[src/rtl/edge_point_extract.sv]
// Edge-point extractor: tracks (x,y) of each pixel in a frame and queues the
// coordinates of above-threshold pixels in a FWFT FIFO. Optional macro EPE_POINT_COUNT_EN adds PointCount.
module edge_point_extract #(
  parameter int THRESHOLD  = 128,
  parameter int FIFO_DEPTH = 16
) (
  input  logic       Clk,
  input  logic       nReset,
  input  logic [7:0] PixelIn,
  input  logic       FrameIn,
  input  logic       LineIn,
  output logic       PointValid,
  input  logic       PointReady,
  output logic [7:0] PointX,
  output logic [7:0] PointY,
  output logic       PointFirst,
  output logic       Overflow
`ifdef EPE_POINT_COUNT_EN
  ,
  output logic [15:0] PointCount
`endif
);

  localparam int AW = $clog2(FIFO_DEPTH);
  localparam int CW = AW + 1;
  localparam logic [8:0] THR9 = 9'(THRESHOLD);

  typedef enum logic {IDLE, ACTIVE} state_e;

  state_e          state_q, state_d;
  logic [7:0]      x_q, y_q, x_d, y_d;
  logic            pend_q, pend_d;
  logic            is_edge, first_now;

  logic            vld_p1_q;
  logic [7:0]      x_p1_q, y_p1_q;
  logic            first_p1_q;

  logic [16:0]     mem_q [FIFO_DEPTH];
  logic [AW-1:0]   rd_q, wr_q;
  logic [CW-1:0]   count_q, count_d;
  logic            full, push, pop, drop;
  logic            ovf_q, ovf_d;
  logic [16:0]     head;

  always_comb begin
    state_d = state_q;
    if (state_q == IDLE && FrameIn) state_d = ACTIVE;
  end

  // FrameIn outranks LineIn; coordinates wrap naturally at 8 bits.
  always_comb begin
    x_d = x_q + 8'd1;
    y_d = y_q;
    if (FrameIn) begin
      x_d = 8'd0;
      y_d = 8'd0;
    end else if (LineIn) begin
      x_d = 8'd0;
      y_d = y_q + 8'd1;
    end
  end

  assign is_edge   = (state_q == ACTIVE || FrameIn) && ({1'b0, PixelIn} >= THR9);
  assign first_now = FrameIn | pend_q;

  always_comb begin
    pend_d = pend_q;
    if (is_edge)      pend_d = 1'b0;
    else if (FrameIn) pend_d = 1'b1;
  end

  assign full = (count_q == CW'(FIFO_DEPTH));
  assign pop  = PointValid & PointReady;
  assign push = vld_p1_q & (~full | pop);
  assign drop = vld_p1_q & full & ~pop;

  always_comb begin
    count_d = count_q;
    case ({push, pop})
      2'b10:   count_d = count_q + CW'(1);
      2'b01:   count_d = count_q - CW'(1);
      default: count_d = count_q;
    endcase
  end

  // A drop on the FrameIn edge belongs to the old frame but still flags the new one.
  always_comb begin
    ovf_d = ovf_q;
    if (drop)         ovf_d = 1'b1;
    else if (FrameIn) ovf_d = 1'b0;
  end

  always_ff @(posedge Clk or negedge nReset) begin
    if (!nReset) begin
      state_q  <= IDLE;
      x_q      <= '0;
      y_q      <= '0;
      pend_q   <= 1'b0;
      vld_p1_q <= 1'b0;
      rd_q     <= '0;
      wr_q     <= '0;
      count_q  <= '0;
      ovf_q    <= 1'b0;
    end else begin
      state_q  <= state_d;
      x_q      <= x_d;
      y_q      <= y_d;
      pend_q   <= pend_d;
      vld_p1_q <= is_edge;
      if (push) wr_q <= wr_q + AW'(1);
      if (pop)  rd_q <= rd_q + AW'(1);
      count_q  <= count_d;
      ovf_q    <= ovf_d;
    end
  end

  // Stage p1 payload and FIFO storage: qualified by vld_p1_q / count_q.
  always_ff @(posedge Clk) begin
    x_p1_q     <= x_d;
    y_p1_q     <= y_d;
    first_p1_q <= first_now;
    if (push) mem_q[wr_q] <= {x_p1_q, y_p1_q, first_p1_q};
  end

  assign head       = mem_q[rd_q];
  assign PointValid = (count_q != '0);
  assign PointX     = PointValid ? head[16:9] : 8'd0;
  assign PointY     = PointValid ? head[8:1]  : 8'd0;
  assign PointFirst = PointValid ? head[0]    : 1'b0;
  assign Overflow   = ovf_q;

`ifdef EPE_POINT_COUNT_EN
  logic [15:0] frm_cnt_q, pcount_q;

  function automatic logic [15:0] sat_inc(input logic [15:0] v, input logic inc);
    return (inc && v != 16'hFFFF) ? v + 16'd1 : v;
  endfunction

  // The write landing on the FrameIn edge is the old frame's last point.
  always_ff @(posedge Clk or negedge nReset) begin
    if (!nReset) begin
      frm_cnt_q <= '0;
      pcount_q  <= '0;
    end else if (FrameIn) begin
      pcount_q  <= sat_inc(frm_cnt_q, push);
      frm_cnt_q <= '0;
    end else begin
      frm_cnt_q <= sat_inc(frm_cnt_q, push);
    end
  end

  assign PointCount = pcount_q;
`else
  // No per-frame point statistics in this build.
`endif

endmodule
[config.mk]
export PLATFORM = sky130hd
export DESIGN_NAME = edge_point_extract
export DESIGN_NICKNAME = d
export VERILOG_FILES = /design/src/rtl/edge_point_extract.sv
export SDC_FILE = /design/constraint.sdc
export NUM_CORES = 1
export LEC_CHECK = 0
export ABC_AREA = 1
export CELL_PAD_IN_SITES_DETAIL_PLACEMENT = 1
export CELL_PAD_IN_SITES_GLOBAL_PLACEMENT = 1
export CORE_ASPECT_RATIO = 2
export CORE_MARGIN = 4
export CORE_UTILIZATION = 27
export DETAILED_ROUTE_END_ITERATION = 7
export PLACE_DENSITY = 0.49
export SETUP_SLACK_MARGIN = 0.15
export SYNTH_ARGS = -nofsm -noshare
export SYNTH_HDL_FRONTEND = slang
export SYNTH_SLANG_ARGS = --single-unit
export TNS_END_PERCENT = 20
[constraint.sdc]
create_clock -name Clk -period 2.6 [get_ports Clk]
set_clock_uncertainty 0.15 [all_clocks]
set_input_delay 0.52 -clock Clk [delete_from_list [all_inputs] [get_ports Clk]]
set_output_delay 0.52 -clock Clk [all_outputs]
set_load 0.01 [all_outputs]
==> results.toml <==
[run_status]
status = "complete, but fails checks"
violations = "negative setup slack"

[route]
drt_pass1_iterations = 4
dr_total_vias = 8326
wl_per_cell_um = 23.33
drc_errors = 0
dr.first_iter.drc_count = 389
vias_per_cell = 4.758
ant_nets = 0
finalWirelength_um = 40820

[place]
pre_cts_slack_ns = -0.4241
io_buffers = 24
place_inst = 1664
gp_congestion = 0.7501
dp_hpwl_um = 25230

[floorplan]
fp.coreArea_um2 = 46660
die_x_um = 161.4
initial_utilization = 0.2724
dieArea_um2 = 50830
die_height_um = 314.9
row_count = 112
ios = 32

[sta]
tightest_slew_ns = 0.6299
max_slew_margin = 0.5795
rsz0062_at_grt = "yes"
min_period_ns = 3.084
setup_viol = 17
layout_setup_ws_ns = -0.4843
drv_slew = 0
max_freq_mhz = 324.2
finalHoldViolations = 0
finalCritPeriodShare = 1.186

[grt]
antenna_found_initial = 0
grt_max_degree = 29
overflow = 0
grt_pass1_wl_um = 59510
grt_pass1_vias = 9064
grtUsageTotal = 0.1597

[setup_path]
worst-setup-path-type = "flip-flop to output pin"
crit_path_start_kind = "flip-flop"
critPathMaxFanout = 8
crit_path_end_kind = "output pin"
crit_top_cell = "buf_8"
path_buf_inv = 6
arrival_ns = 2.41
crit_required_ns = 1.93
slowest_stage = "dfrtp_4"
critPathTopFamily = "buffers and inverters"
max_stage_delay_ns = 0.54
path_cells = "inv_8 > buf_12 > buf_8 > buf_8 > nor2_4 > o221ai_1 > nand3_1 > a21oi_2 > buf_4 > buf_6"

[finish]
final_util = 0.3479
instances_no_fill = 1750
drive_above_1_share = 0.2386
antenna_cells = 0
area_delta_synth_final_pct = 27.71
nets = 1122

[cts]
clock_path_buffers = 3
htree_num_levels = 1
clock_sinks = 322
numCtsBuffers = 29
worstSkewPairLatency_ns = 0.56
cts-root-buf = "clkbuf_16"
path_clk_slew_ns = 0.07
cts_tree = "done"

[run]
maxCapViolCount = 0

[synth]
yosys_warnings = 0
synth_cell_types = 38
synth.avg_cell_area_um2 = 13.16
synth.ff_latch_count = 322
syn_nets = 987
syn_inst = 966
ys_seq_area_frac = 0.7342
synth.cell_area_um2 = 12710

[hold_path]
hp-class = "input pin to async pin"

[power]
power_density_nw_per_um2 = 1168
leakage_nw = 5.578
irDropWorstVdd_v = 0.0006795
==> layout make-up <==
class,instances,area (um^2)
fill,4891,30430
sequential,322,9339
multi-input combinational,556,3126
timing repair buffer,160,1932
tap,627,784.5
clock buffer,38,779.5
clock inverter,15,147.6
inverter,32,128.9
==> final timing paths <==
check | startpoint | end | slack [ns] | depth (start not counted)
worst max-delay path | rd_q[0] | PointX[1] | -0.48 | 10
worst min-delay path | nReset | rd_q[2] | 0.21 | 2
worst max register to register | count_q[4] | mem_q[6][13] | 0.57 | 6
worst min register to register | state_q | state_q | 0.33 | 1
max in group asynchronous | nReset | count_q[0] | 1.42 | 3
min in group Clk | state_q | state_q | 0.33 | 1
==> sequential cells by signal, indices dropped and copies added (netlist names), 4 cells and up <==
register,count
mem_q,272
x_p1_q,8
wr_q,4
x_q,8
y_p1_q,8
count_q,5
y_q,8
rd_q,4
==> kinds of logic (layout without fill, tap and decap cells) <==
group                      Yosys count  after routing  synth area share
adders and majority gates            8              8          0.007874
AOI/OAI and AO/OA                  248            248            0.1157
buffers and inverters               88            245           0.03632
and+or+nand+nor                    289            289           0.09832
xor gates and xnor gates            11             11          0.007578
DFF                                322            322            0.7342
==> layer usage <==
layer / track usage / vias up / routed length [um]
li1: - / 3834 / -
met3: 0.01452 / 63 / 863
met2: 0.3292 / 122 / 23970
met4: 0.05647 / 0 / 1335
met5: 0 / - / 0
met1: 0.1624 / 4307 / 14660
==> metrics by stage <==
step	TNS, ns	total power [W]	hold WS (ns)	area [um^2]
2_1_floorplan	0	0.009850	0.07441	12710
3_3_place_gp	-5.071	0.01345	0.2469	14550
3_5_place_dp	-5.088	0.01355	0.2459	14550
4_1_cts	-8.498	0.01891	0.1934	16010
5_1_grt	-9.308	0.02003	0.2026	16240
6_report	-7.334	0.01896	0.2059	16240
==> Yosys cell counts <==
cell type	number	area share
nand2_4	2	0.0018
dfxtp_1	17	0.027
nor3_2	1	0.00079
o21ai_0	117	0.046
clkinv_2	1	0.00039
nand4_1	5	0.0025
nand3_1	33	0.013
nor3b_1	5	0.0030
o21ai_1	38	0.015
o21a_1	1	0.00059
nand2_1	38	0.011
inv_2	3	0.00089
ha_1	8	0.0079
a22o_1	1	0.00069
buf_4	7	0.0041
edfxtp_1	272	0.64
inv_1	25	0.0074
nor2_4	1	0.00089
buf_6	10	0.0089
nand3_2	1	0.00079
xor2_1	10	0.0069
o221ai_2	2	0.0024
nand3_4	2	0.0028
nor2_2	3	0.0015
clkinv_1	3	0.00089
xnor2_1	1	0.00069
clkbuf_2	2	0.00079
nor3_1	6	0.0024
o221ai_1	48	0.033
a31oi_1	1	0.00049
nor2_1	186	0.055
dfrtp_1	33	0.065
a21oi_1	22	0.0087
clkbuf_1	16	0.0047
o22ai_1	18	0.0089
buf_2	21	0.0083
or2_2	1	0.00049
nand2_2	5	0.0025
==> worst register-to-register path, stage by stage, from the launching register on <==
cell and delay (ns):
dfrtp_1 0.38, inv_1 0.17, nor3_2 0.11, nor2_4 0.23
nand2_1 0.22, nor2_2 0.26, buf_12 0.20
==> placed cells by master (no fill, tap or decap), drive strengths merged <==
master and n:
a21oi 22, or2 1, inv 28, xnor2 1, o22ai 18, xor2 10, clkinv 14, a31oi 1
bufbuf 1, nor3b 5, dfrtp 33, dlygate4sd3 1, o221ai 50, o21ai 155, clkdlybuf4s50 5, dlygate4sd2 1
clkbuf 40, bufinv 3, ha 8, dfxtp 17, o21a 1, a22o 1, nor2 190, nand3 36
nand2 45, clkinvlp 2, nand4 5, edfxtp 272, nor3 7, buf 150
==> timing repair <==
item	4_1_cts	5_1_grt
hold endpoints to repair	5	0
hold buffers	1	0
cloned	7	2
buffers inserted	14	9
pin swaps	33	41
endpoints found under the setup margin	18	17
resized for setup	140	43
==> where the power goes <==
part | internal, W | switching [W]
Combinational | 0.00369 | 0.00465
Clock | 0.00240 | 0.00187
Sequential | 0.00612 | 0.000233
Total | 0.0122 | 0.00675
Power figures use the tool's default switching activity.
